==> src/rtl/dds_par_xfer.sv <==
// DDS parallel-port transfer engine: queued read/write words serialised MSB-slot first on a free-running PCLK.
// Optional IO_UPDATE slot after writes is enabled by defining DDS_XFER_IOUP_EN.
module dds_par_xfer #(
    parameter int DATA_W    = 8,
    parameter int BYTES     = 4,
    parameter int HALF_PER  = 2,
    parameter int CMD_DEPTH = 4
) (
    input  logic                     clk,
    input  logic                     rstn,
    input  logic                     cmd_valid,
    output logic                     cmd_ready,
    input  logic                     cmd_wr,
    input  logic [DATA_W*BYTES-1:0]  cmd_data,
    input  logic                     flush,
    output logic                     busy,
    output logic                     done,
    output logic                     rsp_valid,
    output logic [DATA_W*BYTES-1:0]  rsp_data,
    output logic                     DDS_PCLK,
    output logic                     DDS_IOup,
    output logic                     DDS_CSn,
    output logic                     DDS_RWn,
    output logic                     DDS_ReadEn,
    output logic [DATA_W-1:0]        DDS_DataOut,
    input  logic [DATA_W-1:0]        DDS_DataIn
);

    localparam int WORD_W = DATA_W * BYTES;
    localparam int PC_N   = 2 * HALF_PER;
    localparam int PC_W   = $clog2(PC_N);
    localparam int AW     = $clog2(CMD_DEPTH);
    localparam int K_W    = (BYTES > 1) ? $clog2(BYTES) : 1;

    localparam logic [PC_W-1:0] PC_MAX = PC_W'(PC_N - 1);
    localparam logic [PC_W-1:0] PC_PRE = PC_W'(PC_N - 2);
    localparam logic [PC_W-1:0] PC_HI  = PC_W'(HALF_PER);
    localparam logic [K_W-1:0]  K_LAST = K_W'(BYTES - 1);

    localparam logic [1:0] S_IDLE = 2'd0;
    localparam logic [1:0] S_DATA = 2'd1;
    localparam logic [1:0] S_IOUP = 2'd2;
    localparam logic [1:0] S_GAP  = 2'd3;

    logic [PC_W-1:0]   pc;
    logic [PC_W-1:0]   pc_n;
    logic              slot_end;
    logic [1:0]        state;
    logic [1:0]        state_n;
    logic [K_W-1:0]    k;
    logic [K_W-1:0]    k_n;

    logic [WORD_W:0]   mem [CMD_DEPTH];
    logic [AW:0]       wp;
    logic [AW:0]       rp;
    logic              empty;
    logic              full;
    logic              push;
    logic              pop;
    logic [WORD_W:0]   head;

    logic              cur_wr;
    logic [WORD_W-1:0] cur_data;
    logic              word_wr;
    logic [WORD_W-1:0] word_dat;
    logic [DATA_W-1:0] byte_n;
    logic [WORD_W-1:0] shadow;
    logic              fin;

    assign slot_end = (pc == PC_MAX);
    assign pc_n     = slot_end ? '0 : pc + 1'b1;

    always_ff @(posedge clk or negedge rstn) begin
        if (!rstn) begin
            pc       <= '0;
            DDS_PCLK <= 1'b0;
        end else begin
            pc       <= pc_n;
            DDS_PCLK <= (pc_n >= PC_HI);
        end
    end

    assign empty     = (wp == rp);
    assign full      = (wp[AW] != rp[AW]) && (wp[AW-1:0] == rp[AW-1:0]);
    assign cmd_ready = !full;
    assign push      = cmd_valid && !full && !flush;
    assign head      = mem[rp[AW-1:0]];
    assign pop       = slot_end && !empty && !flush &&
                       ((state == S_IDLE) || (state == S_GAP));
    assign busy      = (state != S_IDLE) || !empty;

    always_ff @(posedge clk) begin
        if (push)
            mem[wp[AW-1:0]] <= {cmd_wr, cmd_data};
    end

    always_ff @(posedge clk or negedge rstn) begin
        if (!rstn) begin
            wp <= '0;
            rp <= '0;
        end else begin
            if (push)
                wp <= wp + 1'b1;
            if (flush)
                rp <= wp;
            else if (pop)
                rp <= rp + 1'b1;
        end
    end

    always_comb begin
        state_n = state;
        k_n     = k;
        unique case (state)
            S_IDLE: begin
                if (pop) begin
                    state_n = S_DATA;
                    k_n     = '0;
                end
            end
            S_DATA: begin
                if (slot_end) begin
                    if (k == K_LAST) begin
`ifdef DDS_XFER_IOUP_EN
                        state_n = cur_wr ? S_IOUP : S_GAP;
`else
                        state_n = S_GAP;
`endif
                    end else begin
                        k_n = k + 1'b1;
                    end
                end
            end
            S_IOUP: begin
                if (slot_end)
                    state_n = S_GAP;
            end
            S_GAP: begin
                if (slot_end) begin
                    state_n = pop ? S_DATA : S_IDLE;
                    k_n     = '0;
                end
            end
            default: state_n = S_IDLE;
        endcase
    end

    // The popped word drives slot 0 on the same edge it is latched
    assign word_wr  = pop ? head[WORD_W] : cur_wr;
    assign word_dat = pop ? head[WORD_W-1:0] : cur_data;

    always_comb begin
        byte_n = word_dat[WORD_W-1 - int'(k_n)*DATA_W -: DATA_W];
    end

    assign fin = (state == S_GAP) && (pc == PC_PRE);

    always_ff @(posedge clk or negedge rstn) begin
        if (!rstn) begin
            state       <= S_IDLE;
            k           <= '0;
            cur_wr      <= 1'b0;
            cur_data    <= '0;
            DDS_CSn     <= 1'b1;
            DDS_RWn     <= 1'b1;
            DDS_ReadEn  <= 1'b0;
            DDS_DataOut <= '0;
            shadow      <= '0;
            done        <= 1'b0;
            rsp_valid   <= 1'b0;
            rsp_data    <= '0;
        end else begin
            state      <= state_n;
            k          <= k_n;
            DDS_CSn    <= (state_n != S_DATA);
            DDS_ReadEn <= (state_n == S_DATA) && !word_wr;
            if ((state_n == S_DATA) && word_wr)
                DDS_DataOut <= byte_n;
            else
                DDS_DataOut <= '0;
            if (pop) begin
                cur_wr   <= head[WORD_W];
                cur_data <= head[WORD_W-1:0];
                DDS_RWn  <= !head[WORD_W];
            end else if (state_n == S_IDLE) begin
                DDS_RWn  <= 1'b1;
            end
            if ((state == S_DATA) && slot_end && !cur_wr)
                shadow[WORD_W-1 - int'(k)*DATA_W -: DATA_W] <= DDS_DataIn;
            done      <= fin;
            rsp_valid <= fin && !cur_wr;
            if (fin && !cur_wr)
                rsp_data <= shadow;
        end
    end

`ifdef DDS_XFER_IOUP_EN
    always_ff @(posedge clk or negedge rstn) begin
        if (!rstn)
            DDS_IOup <= 1'b0;
        else
            DDS_IOup <= (state_n == S_IOUP);
    end
`else
    assign DDS_IOup = 1'b0;
`endif

endmodule

==> config.mk <==
export PLATFORM = sky130hd
export DESIGN_NAME = dds_par_xfer
export DESIGN_NICKNAME = d
export VERILOG_FILES = /design/src/rtl/dds_par_xfer.sv
export SDC_FILE = /design/constraint.sdc
export NUM_CORES = 1
export LEC_CHECK = 0
export CORE_UTILIZATION = 35
export CTS_BUF_LIST = sky130_fd_sc_hd__clkbuf_16
export CTS_CLUSTER_DIAMETER = 40
export CTS_CLUSTER_SIZE = 12
export DETAILED_ROUTE_END_ITERATION = 10
export GPL_ROUTABILITY_DRIVEN = 0
export RECOVER_POWER = 50
export SLEW_MARGIN = 20
export SYNTH_ARGS = -nofsm -noshare
export SYNTH_HDL_FRONTEND = slang
export SYNTH_SLANG_ARGS = --single-unit
==> constraint.sdc <==
create_clock -name clk -period 2.9 [get_ports clk]
set_input_delay 0.58 -clock clk [delete_from_list [all_inputs] [get_ports clk]]
set_output_delay 0.58 -clock clk [all_outputs]
set_load 0.01 [all_outputs]
Yosys cells after proc, flatten, opt, wreduce, memory -nomap -nowiden
Memories as Yosys holds them, arrays and structs flattened.
Cells that the tools add are included.
Storage, ports and cells
  bits in registers: 123
  bits in latches: 0
  bits in writable memories: 132
  ROM bits: 0
  output and inout port bits: 49
  memories: 1
Operators by class
  $add $sub $neg: 7
  multipliers: 0
  div/mod/pow operators: 0
  $lt $le $gt $ge: 1
  equality and inequality tests: 11
  shift operators: 3
  muxes and demuxes: 23
  bitwise gates (word level): 0
  reduce and logical (&&, ||, !) cells: 25
Memories
  mem: depth 4, bits a word 33, read ports 1, clocked after memory_dff 0, write ports 1, line 53  | logic [WORD_W:0] mem [CMD_DEPTH];
Operators by type and width (number)
  $shift 8x33->39 const A: 1
  $shiftx 39x6->8: 1
  $shiftx 8x33->39: 1
  $neg 6->33: 1
  $bwmux 32: 1
  $mux 32: 1
  $mux 2: 10
  $logic_and 1x1->1: 12
  $sub 5x5->6 const A: 2
  $eq 2x2->1 const B: 5
  $mux 8: 1
  $pmux 2 s4: 1
  $add 3x1->3 const B: 2
  $logic_not 1->1: 6
  $mux 1: 6
  $mux 3: 2
  $pmux 2 s3: 1
  $reduce_bool 2->1: 3
  $add 2x1->2 const B: 2
  $eq 2x1->1 const B: 2
  $logic_not 2->1: 2
  $eq 3x3->1: 1
  $eq 2x2->1: 1
  $ge 2x2->1 const B: 1
  other kinds (3): 4

Longest topological paths before layout
  word-level depth: 11
  mapped depth: 10
  mapped depth without buffers: 8

Least setup slack after synthesis
No wires, ideal clock.
  path kind: register -> register
  start: register rp[0]
  end: memory mem[3][0] (netlist bit), enable pin
  data arrival time: 2040 ps
  slack: 465 ps
  stages on the path, launching flop included: 7
  period minus slack after synthesis: 2435 ps
  cell sequence: dfrtp_1 > buf_4 > xnor2_1 > nand3_1 > and3b_1 > clkbuf_1 > and2_1
Between the ends
  cells in the longest elaborated chain, start to end: 7
RTL lines
  start, declared: line 55  | logic [AW:0] rp;
  start signal, assigned: line 105  | rp <= wp;
  start signal, assigned: line 107  | rp <= rp + 1'b1;
  $eq 2x2->1: line 84  | assign full = (wp[AW] != rp[AW]) && (wp[AW-1:0] == rp[AW-1:0]);
  $logic_and 1x1->1: line 84
  $logic_not 1->1
  named net cmd_ready: line 12  | output logic cmd_ready,
  $logic_and 1x1->1 (2 in a row): line 86  | assign push = cmd_valid && !full && !flush;
  $mux 1: line 93  | if (push)
  $mux 1 (implied by the code): line 94  | mem[wp[AW-1:0]] <= {cmd_wr, cmd_data};
  end, declared: line 53
The timed path passes the listed nets, and every way through them passes these cells.

Worst setup path after layout
  start: register rp[1]
  end: output port cmd_ready
Between the ends
  cells in the longest elaborated chain, start to end: 3
RTL lines
  $eq 2x2->1: line 84
  $logic_and 1x1->1: line 84
  $logic_not 1->1: line 85  | assign cmd_ready = !full;
  end, declared: line 12
No other way between the ends.

==> summary.txt <==
STA
  – Post-route setup slack: 0.145 ns
  – Maximum frequency from static timing analysis: 0.363 GHz
  – Minimum period implied by the final worst setup slack: 2.76 ns
  – Final Max Slew Viols: 30
  – Share of the clock period used by the worst path: 95.0%
  – Post-Route Setup TNS: 0 ns
  – Post-route clock skew: 0.0232 ns
  – Finish-stage setup viols: 0
  – Worst hold slack after final layout: 0.451 ns
  – Unrepaired setup endpoints after global routing: false
  – Worst-case headroom to the max-slew limit: -13.8%
  – Measured slew at the worst slew-check pin: 1.71 ns
  – Endpoints failing hold: 0

Min path
  – Hold Path Cell Cnt: 1
  – Critical hold path startpoint: pc[0]
  – Min-delay worst type: flop to flop
  – Endpoint, Worst Hold: pc[0]

Worst setup path
  – Arrival time of the worst setup path: 2.18 ns
  – Dominant delay contributor by cell family on the critical path: buffers and inverters
  – RR Startpoint: state[0]
  – Startpoint types: flop
  – Maximum cell stage delay along the critical path: 0.51 ns
  – Setup slack of the worst register-to-register path: 0.21 ns
  – Sequence of cells on the critical path: buf_4 -> xnor2_1 -> nand3_1 -> clkdlybuf4s50_1
  – Depth of the critical timing path with buffers and inverters included: 4
  – Worst-path fanout max: 36
  – Category of the critical setup timing path: flop to primary output
  – CP Buf/Inv Count: 2
  – Setup crit end kind: primary output
  – Number of cells on the worst reg-to-reg path: 8
  – Worst flop-to-flop path endpoint: DDS_DataOut[6]
  – Data required time at the worst endpoint: 2.32 ns
  – Cell with the largest stage delay on the worst path: sky130_fd_sc_hd__clkdlybuf4s50_1

CTS
  – Largest buffer count on any clock path: 3
  – Clock input transition at the sequential cells of the worst setup and hold paths: 0.05 ns
  – Cts hold-fix bufs: 0
  – Number of buffers created by CTS: 36
  – Resized cells post-CTS: 0
  – Buffer type at the clock tree root: sky130_fd_sc_hd__clkbuf_16
  – CTS sink count: 254
  – H-tree level count: 2
  – Buffers inserted by post-CTS timing repair: 0
  – Clock Latency Late Sink: 0.51 ns
  – Clock tree from TritonCTS: built

Global route
  – Total global routing track utilization: 14.4%
  – Antenna violations before repair: 0
  – First-pass GRT wire length: 32200 um
  – Pin count of the biggest net entering global routing: 57
  – Vias in the first global route: 5832
  – Remaining global-route overflow: 0

Synthesis
  – Netlist area before placement: 10000 sq um
  – Synthesized flop and latch total: 254
  – Synthesized area divided by synthesized cell count: 14.4 sq um
  – Synth area leader: sky130_fd_sc_hd__edfxtp_1
  – Synthesized instance count: 695
  – Number of distinct library cells after synthesis: 47
  – Area share of the largest cell type after synthesis: 39.5%
  – Fraction of registers with async set or reset after synthesis: 48.0%
  – Net count of the mapped netlist: 751
  – Cell types with the largest area share after synthesis: sky130_fd_sc_hd__edfxtp_1, sky130_fd_sc_hd__dfrtp_1, sky130_fd_sc_hd__nand2_1, sky130_fd_sc_hd__mux4_2, sky130_fd_sc_hd__mux2_2
  – Post-synth EDFFs: 132
  – Top_reg_cell synth: sky130_fd_sc_hd__edfxtp_1
  – Number of warning messages in the yosys log: 0
  – Sequential share of the synthesized area: 70.0%

Pwr
  – Overall power of the completed layout: 11.8 mW
  – Static power due to leakage: 5.09 nW
  – Worst-case vdd ir drop: 381 uV
  – Pwr/cell area: 931 nW/um^2

Drt
  – Post-detailed-route count of antenna-violating nets: 0
  – Average via count per standard cell: 4.69
  – Starting DRC count in detailed routing: 359
  – Detailed Route WL: 20200 um
  – Number of DRC violations after detailed routing: 0
  – Routed wire per std cell: 16.6 um
  – Number of search-and-repair iterations in the first detailed-routing pass: 4
  – Via count of the routed design: 5704

Placed design
  – Instance count after placement with tap cells included: 1151
  – HPWL after detailed placement: 12600 um
  – Place WS: -0.179 ns
  – Buffers added on ports: 92

Finish
  – Post-route non-filler standard cell count: 1216
  – Synthesis-to-finish area growth: 26.2%
  – Diodes inserted: 0
  – Number of nets in the finished design: 868
  – Ratio of cells with drive above 1 in the final layout: 18.3%

Die
  – Die area: 29300 sq um
  – Die extent in x: 171 um
  – Vertical die dimension: 171 um
  – Initial standard-cell utilization of the core: 35.8%
  – Top-Level Pins: 94
  – Core region area: 28000 sq um
  – Cell row count: 61

Status
  – Run status: finished, violations left
  – Violated checks: max-capacitance violations, max-slew violations

Job
  – Maximum Capacitance Violations: 1
==> layout make-up <==
cell class,count,area (sq um)
clock buffers,37,926
clock inverters,27,234
inverters,10,37.5
flip-flops and latches,254,7020
fillers,2548,15400
multi-input cells,398,2820
repair buffers,112,1140
well taps,378,473
==> flip-flops by register name, indices dropped and copies added, names as in the netlist, 2 cells and up <==
register / count
DDS_DataOut: 8
mem: 132
shadow: 32
state: 2
rsp_data: 32
k: 2
cur_data: 32
rp: 3
wp: 3
==> kinds of logic after synthesis <==
kind of cell,Yosys count,synth area share (%)
AOI/OAI and AO/OA,50,3.82
xor gates and xnor gates,9,1.01
adders and majority gates,11,1.37
buffers and inverters,43,1.88
DFF,254,70.0
muxes,69,11.3
other,1,0.0374
and+or+nand+nor,258,10.6
==> layout by cell type, fill, tap and decap left out, types with 2 or more instances in the layout <==
cell type,n
sky130_fd_sc_hd__clkinv_4,2
sky130_fd_sc_hd__nor3_1,4
sky130_fd_sc_hd__mux2_2,25
sky130_fd_sc_hd__a21o_1,2
sky130_fd_sc_hd__mux2i_1,11
sky130_fd_sc_hd__inv_6,6
sky130_fd_sc_hd__o22ai_1,2
sky130_fd_sc_hd__dfstp_2,2
sky130_fd_sc_hd__buf_4,12
sky130_fd_sc_hd__clkbuf_1,2
sky130_fd_sc_hd__a21oi_1,7
sky130_fd_sc_hd__xnor2_1,4
sky130_fd_sc_hd__buf_12,5
sky130_fd_sc_hd__edfxtp_1,132
sky130_fd_sc_hd__o22ai_2,8
sky130_fd_sc_hd__a21boi_0,7
sky130_fd_sc_hd__nand2_1,217
sky130_fd_sc_hd__o21ai_0,15
sky130_fd_sc_hd__clkdlybuf4s50_1,58
sky130_fd_sc_hd__inv_1,16
sky130_fd_sc_hd__and3b_1,2
sky130_fd_sc_hd__nand3_1,2
sky130_fd_sc_hd__or2_2,2
sky130_fd_sc_hd__and2_1,5
sky130_fd_sc_hd__dlygate4sd3_1,33
sky130_fd_sc_hd__ha_1,11
sky130_fd_sc_hd__xor2_1,2
sky130_fd_sc_hd__bufinv_16,3
sky130_fd_sc_hd__mux4_2,33
sky130_fd_sc_hd__nor2_1,16
sky130_fd_sc_hd__xor2_2,3
sky130_fd_sc_hd__dfrtp_1,119
sky130_fd_sc_hd__clkinv_1,4
sky130_fd_sc_hd__clkbuf_16,37
sky130_fd_sc_hd__o311a_1,2
sky130_fd_sc_hd__clkinv_2,5
==> how the worst max path moves through the flow <==
stage               startpoint        endpoint  slack [ns]
global route             rp[1]       cmd_ready        0.01
finish                   rp[1]       cmd_ready        0.14
detailed placement       flush  DDS_DataOut[1]       -0.18
global placement         flush  DDS_DataOut[1]       -0.14
floorplan                rp[0]       mem[3][0]        0.47
CTS                      rp[1]       cmd_ready        0.07
==> routing by layer <==
layer	track usage, %	share of wire (%)
met1	19.2	46
met2	23.5	48
met3	2.58	3.7
met4	5.47	2.7
met5	0	0
==> per-stage QoR <==
| step | instance area (sq um) | utilization (%) |
|---|---|---|
| final | 12700 | 45.2 |
| after global routing | 12700 | 45.2 |
| after CTS | 12600 | 45.1 |
| after detailed placement | 11500 | 41.0 |
| after global placement | 11500 | 41.0 |
| after floorplan | 10000 | - |
==> synth_stat cells, drive strengths merged, types with 2 or more instances <==
cell type and number:
xnor2 4, nand3 2, clkbuf 20, ha 11, edfxtp 132, a21boi 8
nor3 6, o21ai 16, dfrtp 120, mux2 25, a21oi 7, and2 6
buf 13, dfstp 2, xor2 5, a21o 3, and3b 2, nand2 217
o311a 2, or2 2, inv 10, mux4 33, o22ai 10, mux2i 11
nor2 16, o311ai 2
==> power by group <==
group,leakage [nW],internal [mW],total (mW),switching (mW)
Combinational,1.78,1.29,2.69,1.40
Clock,0.598,2.61,4.19,1.58
Sequential,2.71,4.57,4.91,0.338
Power figures use the tool's default switching activity.
